`src/rtl/conv_chan_sched.sv`:
```
// conv_chan_sched: drives one conv_3x3 across input channels and sums the
// per-channel partials into one 32-bit pre-activation per output pixel.
// Ports: start/cfg_* job setup, busy/done status, win_* window handshake,
// conv_*/wt_addr to the conv core and weight BRAM, conv_out/conv_data_valid
// back from the core, out_* valid/ready result stream.
module conv_chan_sched #(
  parameter int CIN_W     = 10,
  parameter int NPIX_W    = 16,
  parameter int ADDR_W    = 12,
  parameter int OUT_DEPTH = 4
) (
  input  logic              clk,
  input  logic              rst_n,
  input  logic              start,
  input  logic [CIN_W-1:0]  cfg_cin,
  input  logic [NPIX_W-1:0] cfg_npix,
  input  logic [ADDR_W-1:0] cfg_wbase,
  input  logic [31:0]       cfg_bias,
  output logic              busy,
  output logic              done,
  input  logic              win_valid,
  output logic              win_ready,
  output logic              conv_valid_in,
  output logic [31:0]       conv_bias,
  output logic [ADDR_W-1:0] wt_addr,
  input  logic [31:0]       conv_out,
  input  logic              conv_data_valid,
  output logic [31:0]       out_data,
  output logic              out_valid,
  input  logic              out_ready
);
  localparam int PW = (OUT_DEPTH > 1) ? $clog2(OUT_DEPTH) : 1;
  localparam int UW = PW + 1;
  localparam logic [UW-1:0] DEPTH = UW'(OUT_DEPTH);

  typedef enum logic [1:0] {IDLE, RUN, DRAIN, FIN} state_t;

  state_t            state_q, state_d;
  logic              busy_q, busy_d;
  logic              done_q, done_d;
  logic              win_ready_q, win_ready_d;
  logic              conv_valid_q, conv_valid_d;
  logic [31:0]       conv_bias_q, conv_bias_d;
  logic [ADDR_W-1:0] wt_addr_q, wt_addr_d;
  logic [CIN_W-1:0]  cin_q, cin_d;
  logic [NPIX_W-1:0] npix_q, npix_d;
  logic [ADDR_W-1:0] wbase_q, wbase_d;
  logic [31:0]       bias_q, bias_d;
  logic [CIN_W-1:0]  ci_q, ci_d;
  logic [NPIX_W-1:0] pix_q, pix_d;
  logic [CIN_W-1:0]  rc_q, rc_d;
  logic [31:0]       acc_q, acc_d;
  logic [UW-1:0]     in_use_q, in_use_d;
  logic [UW-1:0]     cnt_q, cnt_d;
  logic [PW-1:0]     wr_ptr_q, wr_ptr_d;
  logic [PW-1:0]     rd_ptr_q, rd_ptr_d;
  logic [31:0]       mem_q [OUT_DEPTH];
  logic [31:0]       mem_d [OUT_DEPTH];

  logic        accept, pop, push, res_v;
  logic        last_ci, last_pix, last_rc;
  logic [31:0] sum;

  always_comb begin
    accept   = win_valid & win_ready_q;
    pop      = (cnt_q != '0) & out_ready;
    last_ci  = ci_q == cin_q - CIN_W'(1);
    last_pix = pix_q == npix_q - NPIX_W'(1);
    last_rc  = rc_q == cin_q - CIN_W'(1);
    // results of an aborted job may still trickle in while idle
    res_v    = conv_data_valid &
               ((state_q == RUN) | (state_q == DRAIN));
    sum      = (rc_q == '0) ? conv_out : acc_q + conv_out;
    push     = res_v & last_rc;

    state_d      = state_q;
    cin_d        = cin_q;
    npix_d       = npix_q;
    wbase_d      = wbase_q;
    bias_d       = bias_q;
    ci_d         = ci_q;
    pix_d        = pix_q;
    rc_d         = rc_q;
    acc_d        = acc_q;
    conv_bias_d  = conv_bias_q;
    wt_addr_d    = wt_addr_q;
    wr_ptr_d     = wr_ptr_q;
    rd_ptr_d     = rd_ptr_q;
    mem_d        = mem_q;
    conv_valid_d = accept;

    if (accept) begin
      wt_addr_d   = wbase_q + ADDR_W'(ci_q);
      conv_bias_d = (ci_q == '0) ? bias_q : '0;
      ci_d        = last_ci ? '0 : ci_q + CIN_W'(1);
      if (last_ci) pix_d = pix_q + NPIX_W'(1);
    end

    if (res_v) begin
      acc_d = sum;
      rc_d  = last_rc ? '0 : rc_q + CIN_W'(1);
    end

    // a slot is reserved at a pixel's first window, freed on pop
    in_use_d = in_use_q + UW'(accept && (ci_q == '0)) - UW'(pop);
    cnt_d    = cnt_q + UW'(push) - UW'(pop);
    if (push) begin
      mem_d[wr_ptr_q] = sum;
      wr_ptr_d        = wr_ptr_q + PW'(1);
    end
    if (pop) rd_ptr_d = rd_ptr_q + PW'(1);

    unique case (state_q)
      IDLE: begin
        // busy_q still high during the done cycle
        if (start && !busy_q) begin
          cin_d   = cfg_cin;
          npix_d  = cfg_npix;
          wbase_d = cfg_wbase;
          bias_d  = cfg_bias;
          ci_d    = '0;
          pix_d   = '0;
          rc_d    = '0;
          acc_d   = '0;
          state_d = (cfg_cin == '0 || cfg_npix == '0) ? FIN : RUN;
        end
      end
      RUN:   if (accept && last_ci && last_pix) state_d = DRAIN;
      DRAIN: if (cnt_d == '0 && in_use_d == '0) state_d = FIN;
      FIN:   state_d = IDLE;
      default: state_d = IDLE;
    endcase

    busy_d      = (state_d != IDLE) || (state_q == FIN);
    done_d      = state_q == FIN;
    win_ready_d = (state_d == RUN) &&
                  ((ci_d != '0) || (in_use_d < DEPTH));
  end

  always_ff @(posedge clk) begin
    if (!rst_n) begin
      state_q      <= IDLE;
      busy_q       <= 1'b0;
      done_q       <= 1'b0;
      win_ready_q  <= 1'b0;
      conv_valid_q <= 1'b0;
      conv_bias_q  <= '0;
      wt_addr_q    <= '0;
      cin_q        <= '0;
      npix_q       <= '0;
      wbase_q      <= '0;
      bias_q       <= '0;
      ci_q         <= '0;
      pix_q        <= '0;
      rc_q         <= '0;
      acc_q        <= '0;
      in_use_q     <= '0;
      cnt_q        <= '0;
      wr_ptr_q     <= '0;
      rd_ptr_q     <= '0;
      for (int i = 0; i < OUT_DEPTH; i++) mem_q[i] <= '0;
    end else begin
      state_q      <= state_d;
      busy_q       <= busy_d;
      done_q       <= done_d;
      win_ready_q  <= win_ready_d;
      conv_valid_q <= conv_valid_d;
      conv_bias_q  <= conv_bias_d;
      wt_addr_q    <= wt_addr_d;
      cin_q        <= cin_d;
      npix_q       <= npix_d;
      wbase_q      <= wbase_d;
      bias_q       <= bias_d;
      ci_q         <= ci_d;
      pix_q        <= pix_d;
      rc_q         <= rc_d;
      acc_q        <= acc_d;
      in_use_q     <= in_use_d;
      cnt_q        <= cnt_d;
      wr_ptr_q     <= wr_ptr_d;
      rd_ptr_q     <= rd_ptr_d;
      mem_q        <= mem_d;
    end
  end

  assign busy          = busy_q;
  assign done          = done_q;
  assign win_ready     = win_ready_q;
  assign conv_valid_in = conv_valid_q;
  assign conv_bias     = conv_bias_q;
  assign wt_addr       = wt_addr_q;
  assign out_data      = mem_q[rd_ptr_q];
  assign out_valid     = cnt_q != '0;
endmodule

```
`config.mk`:
```
export PLATFORM = sky130hd
export DESIGN_NAME = conv_chan_sched
export DESIGN_NICKNAME = d
export VERILOG_FILES = /design/src/rtl/conv_chan_sched.sv
export SDC_FILE = /design/constraint.sdc
export NUM_CORES = 1
export LEC_CHECK = 0
export ABC_CLOCK_PERIOD_IN_PS = 5500
export BUFFER_PORTS_ARGS = -buffer_cell sky130_fd_sc_hd__buf_2
export CAP_MARGIN = 20
export CORE_MARGIN = 1
export CORE_UTILIZATION = 36
export CTS_CLUSTER_DIAMETER = 150
export CTS_CLUSTER_SIZE = 25
export DETAILED_ROUTE_END_ITERATION = 8
export SYNTH_ARGS = -nofsm -noshare
export SYNTH_HDL_FRONTEND = slang
export SYNTH_SLANG_ARGS = --single-unit
```
`constraint.sdc`:
```
create_clock -name clk -period 5.5 [get_ports clk]
set_input_delay 0.275 -clock clk [delete_from_list [all_inputs] [get_ports clk]]
set_output_delay 0.275 -clock clk [all_outputs]
set_load 0.01 [all_outputs]
```
# After elaboration in Yosys (flattened, before gate mapping)
# Index checks and enable logic that the tools add are counted.
totals:
  wordCells: 104
  out_inout_bits: 81
  input_bits: 108
  register_bits: 326
op_classes:
  n_eq_ne: 7
  muxes: 28
  bitwise_logic: 7
  n_reduce_logical: 22
  magnitude_cmp: 4
  add_sub_neg: 13
ops:
  columns: ["operator", "n"]
  rows:
  - ["32-bit 2-to-1 mux", 8]
  - ["128-bit bitwise mux", 1]
  - ["10-bit 2-to-1 mux", 8]
  - ["32-bit binary-select mux with 2-bit select", 1]
  - ["32-bit demux with 2-bit select", 1]
  - ["16-bit 2-to-1 mux", 4]
  - ["32-bit adder", 1]
  - ["10-bit zero test", 3]
  - ["10-bit by 1-bit adder with 10-bit output (second input constant)", 2]
  - ["10-bit equality test", 2]
  - ["16-bit by 1-bit adder with 16-bit output (second input constant)", 1]
  - ["16-bit equality test", 1]
  - ["16-bit zero test", 1]
  - ["16-bit by 1-bit subtractor with 16-bit output (second input constant)", 1]
  - ["12-bit by 10-bit adder with 12-bit output", 1]
  - ["10-bit nonzero test", 1]
  - ["10-bit by 1-bit subtractor with 10-bit output (second input constant)", 1]
  - ["2-bit 2-to-1 mux", 4]
  - ["2-bit one-hot mux with 4 select lines", 1]
  - ["1-bit logical AND", 7]
  - ["3-bit by 1-bit adder with 3-bit output", 2]
  - ["3-bit >= comparator (second input constant)", 2]
  - ["3-bit zero test", 2]
  - ["2-bit NOT with 3-bit output", 2]
  - ["other kinds (14)", 23]

# Longest topological paths before layout
# Gate-level depths: netlist of the first run.
logic_depth:
  word_depth: 12
  mapped_depth: 22
  ltp_nobuf: 21

# Worst setup path after synthesis of the first run
# No wires, ideal clock.
synth_timing:
  kind: "reg2reg"
  from: "register cin_q[0]"
  to: "register busy_q, in the netlist busy"
  setup_ns: 0.120
  arrival_ns: 3.862
  synth_period_minus_slack_ns: 3.981
  stages_incl_launch_ff: 23
  n_path_buf: 1
  slack_ns: 1.519
  required_time_ns: 5.380
  cell_sequence: "dfxtp_1 > buf_2 > inv_1 > ha_1 > xnor2_1 > xor2_1 > nand3_1 > nor4_2 > nand4_2 > nor2_2 > inv_1 > ha_1 > inv_1 > ha_1 > inv_1 > fa_1 > xor2_1 > xnor2_1 > nand3_1 > a21oi_1 > a31oi_1 > inv_1 > o31a_1"
synth_between:
  elab_chain_len: 11
  word_cells_on_any_way: 15
  cone_classes: "add/sub: 3; eq/ne: 2; mux: 3; bitwise: 1; reduce/logical: 6"
synth_rtl:
  columns: ["element", "line", "source"]
  rows:
  - ["start: declaration", "45", "logic [CIN_W-1:0] cin_q, cin_d;"]
  - ["start signal: assignment", "170", "cin_q <= cin_d;"]
  - ["10-bit by 1-bit subtractor with 10-bit output *", "67, 69", null]
  - ["10-bit equality test", "69", "last_rc = rc_q == cin_q - CIN_W'(1);"]
  - ["1-bit bitwise AND", "74", "push = res_v & last_rc;"]
  - ["3-bit by 1-bit adder with 3-bit output", "106", "cnt_d = cnt_q + UW'(push) - UW'(pop);"]
  - ["3-bit by 1-bit subtractor with 3-bit output", "106", null]
  - ["3-bit zero test", "129", "DRAIN: if (cnt_d == '0 && in_use_d == '0) state_d = FIN;"]
  - ["1-bit logical AND", "129", null]
  - ["2-bit 2-to-1 mux", "129", null]
  - ["2-bit one-hot mux with 4 select lines *", "113", "unique case (state_q)"]
  - ["2-bit nonzero test *", "134", "busy_d = (state_d != IDLE) || (state_q == FIN);"]
  - ["1-bit logical OR *", "134", null]
  - ["end signal: assignment", "164", "busy_q <= busy_d;"]
  - ["end: declaration", "39", "logic busy_q, busy_d;"]
# Mark *: on every way between the ends. The rest lies on a longest branch, timed or not.
# A chain may end at the register's enable or synchronous reset.

# Worst setup path after layout of the first run
# Same ends and word-level chain as after synthesis.

==> reports/qor.yml, run 1 <==
outcome: "complete, no violations"
drtPass1Iterations: 7
syn-mean-instance-area_sq_um: 8.28
io_buffers: 188
hold_start: "cfg_bias[25]"
hold_path.class: "in2reg"
clk_pin_slew_ns: 0.10
critical_path_class: "reg2reg"
core_sq_mm: 0.0443
synth-edff-count: 0
leakage_nw: 7.05
power_frac_seq: 0.423
yosysMostFrequentCell: "nand2_1"
end_kind: "flop"
crit_path_end: "busy$_SDFF_PN0_"
htree_levels: 1
power_density_mw_per_mm2: 348
placement_rows: 77
gp_congestion: 0.846
reg2reg_from: "cin_q[0]$_SDFFE_PN0P_"
clock_path_buffers: 3
worstMarginPinSlew_ns: 1.06
syn_nets: 2134
clkPwrFrac: 0.212
synth-seq-cells: 326
critPathMaxFanout: 8
reg2reg_depth: 21
antenna_found_initial: 1
r2r_slack_ns: 0.96
wl_um: 44600
vias: 14500
cp.arrival_ns: 4.96
synth_top_area_share: 0.402
skew_ns: 0.0314
area_delta_synth_final_pct: 15.3
p_int_mw: 4.06
vdd_drop_max_uv: 255
ys_types: 73
yosys_warnings: 0
dieArea_sq_mm: 0.0459
slew_viol_final: 0
cts_buffers: 17
setup_viol_count_final: 0
combPwrFrac: 0.365
setup_tns_ns: 0
synthCells: 1961
fin_crit_sh: 0.825
synth-seq-area-share: 0.402
rsz0062_at_grt: "false"
power_switching_mw: 2.45
start_kind: "flop"
nets: 2297
total_power_mw: 6.51
grt_util_all_layers: 0.189
die_y_um: 214
cts_tree: "built"
grt_max_degree: 102
required_ns: 5.92
drc: 0
drv_cap: 0
cts_resized: 0
synth_common_cells: "nand2_1, dfxtp_1, a21oi_1, nor2_1, clkbuf_1"
postRouteAntennaNets: 0
grt_pass1_wl_um: 72300
synth_area_sq_mm: 0.0162
wl_per_cell_um: 16.4
hpwl_um: 30900
r2r-end: "busy$_SDFF_PN0_"
relSlewSlack: 0.291
die_x_um: 214
ys.flop_type: "dfxtp_1"
finish.utilization: 0.422
crit_start: "cin_q[0]$_SDFFE_PN0P_"
hold_viol: 0
synth_largest_area_cell: "dfxtp_1"
ys_async_sr_fraction: 0
grt_pass1_vias: 14100
clockRootBuffer: "clkbuf_16"
drt_iter0_markers: 941
ios: 189
drive_above_1_share: 0.136
clock_latency_ns: 0.53
via_per_inst: 5.33
synthTopCellsByArea: "dfxtp_1, nand2_1, a21oi_1"
switching_share: 0.377
fmax_ghz: 0.220
period_minus_slack_ns: 4.54
grt_overflow_total: 0
clkSinkCount: 326
start_util: 0.366
==> cell families (layout without fill, tap and decap cells) <==
| logic type | after synthesis | in the layout | synth area share |
|---|---|---|---|
| XOR/XNOR | 107 | 107 | 0.0595 |
| buffers and inverters | 178 | 341 | 0.0431 |
| adder cells (fa/ha/maj) | 65 | 65 | 0.0519 |
| flip-flops | 326 | 326 | 0.402 |
| multiplexers | 54 | 54 | 0.0581 |
| AO/OA/AOI/OAI | 472 | 472 | 0.176 |
| AND/OR/NAND/NOR | 759 | 759 | 0.209 |
| other | 0 | 1 | 0 |
==> worst min path at each step <==
stage | cells past startpoint | slack, ns | to
2_1_floorplan | 2 | 0.41 | bias_q[0]$_SDFFE_PN0P_
3_3_place_gp | 2 | 0.43 | mem_q[0]$_SDFFE_PN0P_
3_5_place_dp | 2 | 0.44 | wt_addr[9]$_SDFFE_PN0P_
4_1_cts | 3 | 0.0004 | cin_q[6]$_SDFFE_PN0P_
5_1_grt | 3 | 0.003 | bias_q[16]$_SDFFE_PN0P_
6_report | 3 | 0.02 | bias_q[25]$_SDFFE_PN0P_
==> per-layer routing <==
layer	wire length, um	track usage	vias to the layer above	share of wire
met1	20000	0.245	6864	0.45
li1	-	-	7173	-
met2	20800	0.320	382	0.47
met5	0	0	-	0
met3	2950	0.0403	52	0.066
met4	881	0.0476	0	0.020
==> flip-flops by register name (all words and copies together), names as in the netlist, 2 cells and up <==
| signal | cells |
|---|---|
| mem_q | 128 |
| acc_q | 32 |
| bias_q | 32 |
| conv_bias | 32 |
| npix_q | 16 |
| pix_q | 16 |
| wbase_q | 12 |
| wt_addr | 12 |
| ci_q | 10 |
| cin_q | 10 |
| rc_q | 10 |
| cnt_q | 3 |
| in_use_q | 3 |
| rd_ptr_q | 2 |
| state_q | 2 |
| wr_ptr_q | 2 |
==> worst max-delay path, cell delays in order, from the launching register on <==
cell,delay [ns]
dfxtp_1,0.52
inv_1,0.09
ha_1,0.25
xnor2_1,0.31
xor2_1,0.18
nand3_1,0.10
nor4_2,0.35
nand4_2,0.29
nor2_2,0.35
inv_1,0.11
ha_1,0.28
inv_1,0.06
ha_1,0.14
inv_1,0.05
fa_1,0.37
xor2_1,0.16
xnor2_1,0.15
nand3_1,0.10
a21oi_1,0.06
a31oi_1,0.20
inv_1,0.06
o31a_1,0.26
==> cell usage in the layout (no fill, tap or decap), types with 11 or more instances in the layout <==
| cell type | instances |
|---|---|
| a211oi_1 | 68 |
| a21oi_1 | 208 |
| a22oi_1 | 34 |
| a31oi_1 | 21 |
| and3_1 | 11 |
| buf_2 | 188 |
| buf_4 | 21 |
| clkbuf_16 | 17 |
| dfxtp_1 | 325 |
| dlygate4sd3_1 | 61 |
| ha_1 | 61 |
| inv_1 | 50 |
| mux2i_1 | 20 |
| mux4_2 | 32 |
| nand2_1 | 348 |
| nand3_1 | 39 |
| nand4_1 | 19 |
| nor2_1 | 208 |
| nor3_1 | 39 |
| nor4_1 | 15 |
| o21ai_0 | 68 |
| or3_1 | 14 |
| xnor2_1 | 55 |
| xor2_1 | 50 |
==> final cells by class <==
| class | instances | area [sq um] |
|---|---|---|
| tap | 592 | 741 |
| fill | 4485 | 25600 |
| clock buffer | 18 | 439 |
| inverter | 51 | 196 |
| sequential | 326 | 6530 |
| multi-input combinational | 1457 | 9050 |
| clock inverter | 1 | 30.0 |
| antenna | 1 | 2.50 |
| timing repair buffer | 271 | 1740 |
==> metrics by stage <==
stage | instances | hold slack, ns | instance area, sq um | setup slack (ns)
6_report | 2717 | 0.0237 | 18700 | 0.963
4_1_cts | 2715 | 0.000366 | 18700 | 0.924
3_3_place_gp | 2635 | 0.434 | 17600 | 1.13
3_5_place_dp | 2635 | 0.442 | 17600 | 0.948
2_1_floorplan | 1961 | 0.411 | 16200 | 1.52
5_1_grt | 2716 | 0.00262 | 18700 | 0.459
==> power by group through the flow <==
stage | clock (mW) | combinational (mW) | sequential [mW]
after detailed placement | 0 | 2.33 | 2.81
after global placement | 0 | 2.29 | 2.80
final | 1.38 | 2.38 | 2.75
after global routing | 1.50 | 2.65 | 2.79
after CTS | 1.43 | 2.37 | 2.76
after floorplan | 0 | 1.81 | 2.73
==> what timing repair did <==
item | 4_1_cts | 5_1_grt
hold buffers | 61 | 0
setup buffers | 0 | 0
endpoints found under the hold margin | 61 | 0
Note: power is estimated with default switching activity, not from simulation.
==> run 2: changes to the inputs <==
ABC_CLOCK_PERIOD_IN_PS = 4200   (was 5500)
clock period = 4.2 ns   (was 5.5 ns; I/O delays follow)
==> run 2 against run 1 <==
Net effect: critical endpoint is now win_ready$_SDFF_PN0_; cell count up 0.85%; maximum frequency up 17%; clock power up 29%; largest power group unchanged; power up 32%; utilization up 0.57 points; flip-flop and latch count unchanged; worst hold slack better by 0.046 ns; register-to-register slack worse by 0.64 ns; count of clock-buffer cells in the layout unchanged; routed wire length up 1.1%; first-iteration DRC count down 23%; highest routed layer is now met5; combinational power up 37%.
==> reports/qor.yml, run 2 (synthesis results as in run 1) <==
setup_viol_count_final: 0  # unchanged
placement_rows: 77  # unchanged
grt_pass1_vias: 14200  # was 14100
worstMarginPinSlew_ns: 0.929  # was 1.06 ns
drive_above_1_share: 0.146  # was 0.136
clkPwrFrac: 0.207  # was 0.212
grt_overflow_total: 0  # unchanged
cp.arrival_ns: 4.35  # was 4.96 ns
fmax_ghz: 0.258  # was 0.220 GHz
clock_path_buffers: 3  # unchanged
fin_crit_sh: 0.923  # was 0.825
clkSinkCount: 326  # unchanged
relSlewSlack: 0.381  # was 0.291
gp_congestion: 0.876  # was 0.846
worst_slack_ns: 0.325  # was 0.963 ns
top_register: "mem_q"  # unchanged
switching_share: 0.378  # was 0.377
critical_path_class: "reg2reg"  # unchanged
cts_tree: "built"  # unchanged
hold_path.class: "in2reg"  # unchanged
clk_pin_slew_ns: 0.11  # was 0.10 ns
wl_per_cell_um: 16.5  # was 16.4 um
period_minus_slack_ns: 3.88  # was 4.54 ns
wl_met1_um: 19800  # was 20000 um
hold_slack_ns: 0.0701  # was 0.0237 ns
end_kind: "flop"  # unchanged
hold_viol: 0  # unchanged
required_ns: 4.67  # was 5.92 ns
clock_latency_ns: 0.52  # was 0.53 ns
dieArea_sq_mm: 0.0459  # unchanged
finalInstanceArea_sq_mm: 0.0190  # was 0.0187 sq mm
htree_levels: 1  # unchanged
drv_cap: 0  # unchanged
power_frac_seq: 0.417  # was 0.423
wl_um: 45100  # was 44600 um
hpwl_um: 31000  # was 30900 um
final_common_cell: "nand2_1"  # unchanged
grt_util_all_layers: 0.192  # was 0.189
vdd_drop_max_uv: 348  # was 255 uV
drtPass1Iterations: 5  # was 7
dp_slack_ns: 0.194  # was 0.948 ns
skew_ns: 0.0307  # was 0.0314 ns
p_int_mw: 5.36  # was 4.06 mW
route.met2.wl_um: 21700  # was 20800 um
top_layer: "met5"  # was met4
outcome: "complete, no violations"  # unchanged
start_kind: "flop"  # unchanged
largest_reg_flops: 128  # unchanged
vias: 14500  # about the same
slew_viol_final: 0  # unchanged
ios: 189  # unchanged
cts_buffers: 17  # unchanged
antenna_found_initial: 2  # was 1
nFillCells: 4457  # was 4485
io_buffers: 188  # unchanged
core_sq_mm: 0.0443  # unchanged
grt_max_degree: 121  # was 102
via_per_inst: 5.30  # was 5.33
nets: 2321  # was 2297
combPwrFrac: 0.377  # was 0.365
die_y_um: 214  # unchanged
critPathMaxFanout: 7  # was 8
postRouteAntennaNets: 0  # unchanged
final_cell_mix: "nand2_1, dfxtp_1, nor2_1, a21oi_1, buf_2"  # unchanged
drc: 0  # unchanged
power_switching_mw: 3.26  # was 2.45 mW
drt_iter0_markers: 727  # was 941
wl_met3_um: 2830  # was 2950 um
clockRootBuffer: "clkbuf_16"  # unchanged
leakage_nw: 7.17  # was 7.05 nW
area_delta_synth_final_pct: 16.9  # was 15.3%
start_util: 0.366  # unchanged
grt_pass1_wl_um: 73500  # was 72300 um
power_density_mw_per_mm2: 454  # was 348 mW/mm^2
diodes: 0  # was 1
post_dp_cell_area_sq_mm: 0.0177  # was 0.0176 sq mm
die_x_um: 214  # unchanged
run 2: cell count changes in the layout (fill, tap and decap cells not counted), sizes merged:
cell	delta
buf	+14
diode	-1
dlygate4sd3	+10
run 2: power groups by stage:
stage                     Combinational (mW)  Clock [mW]  Sequential (mW)
final                                   3.25        1.78             3.59
after CTS                               3.17        1.85             3.59
after global routing                    3.62        1.95             3.64
after detailed placement                3.10           0             3.66
after floorplan                         2.37           0             3.58
after global placement                  3.05           0             3.64
run 2: path summary, 6_finish.rpt:
check	from	to	slack, ns	depth (start not counted)
worst max-delay path	cin_q[0]$_SDFFE_PN0P_	win_ready$_SDFF_PN0_	0.32	20
worst min-delay path	rst_n	mem_q[115]$_SDFFE_PN0P_	0.07	3
worst max register to register	cin_q[0]$_SDFFE_PN0P_	win_ready$_SDFF_PN0_	0.32	20
worst min register to register	mem_q[39]$_SDFFE_PN0P_	mem_q[39]$_SDFFE_PN0P_	0.46	2
run 2: repair_timing:
item                                    CTS  global route
resized for setup                         0            15
endpoints found under the setup margin    0             3
hold buffers                             71             0
endpoints found under the hold margin    71             0
setup buffers                             0             5
run 2: per-stage QoR:
step / TNS (ns) / util / total power, mW / cells
floorplan: 0 / - / 5.95 / 1961
global placement: 0 / 0.399 / 6.69 / 2645
detailed placement: 0 / 0.399 / 6.76 / 2645
CTS: 0 / 0.425 / 8.61 / 2735
global route: -0.00277 / 0.428 / 9.21 / 2740
finish: 0 / 0.428 / 8.62 / 2740
run 2: area by class of cell:
class | count | area (sq um) | share of cell area
clock buffer | 18 | 429 | 0.0226
sequential | 326 | 6530 | 0.344
tap | 592 | 741 | 0.0390
multi-input combinational | 1457 | 9130 | 0.481
inverter | 51 | 196 | 0.0104
clock inverter | 1 | 30.0 | 0.00158
timing repair buffer | 295 | 1920 | 0.101
run 2: per-layer routing:
layer,vias up,global-route usage
met1,6881,0.243
met2,369,0.333
met3,50,0.0438
met5,-,0
li1,7210,-
met4,4,0.0386
run 2: critical path, stage by stage (launching register included):
cell and delay (ns):
dfxtp_1 0.33, buf_4 0.16, nor2_1 0.30, nand4b_1 0.16, xor2_1 0.28, xor2_1 0.27
nand4_2 0.15, nor2_2 0.15, inv_1 0.07, ha_1 0.27, inv_1 0.07, ha_1 0.14
inv_1 0.05, fa_1 0.38, xor2_1 0.17, xnor2_1 0.18, nand3_1 0.15, a21oi_2 0.21
a31oi_2 0.06, nor2_1 0.13, and3b_1 0.17
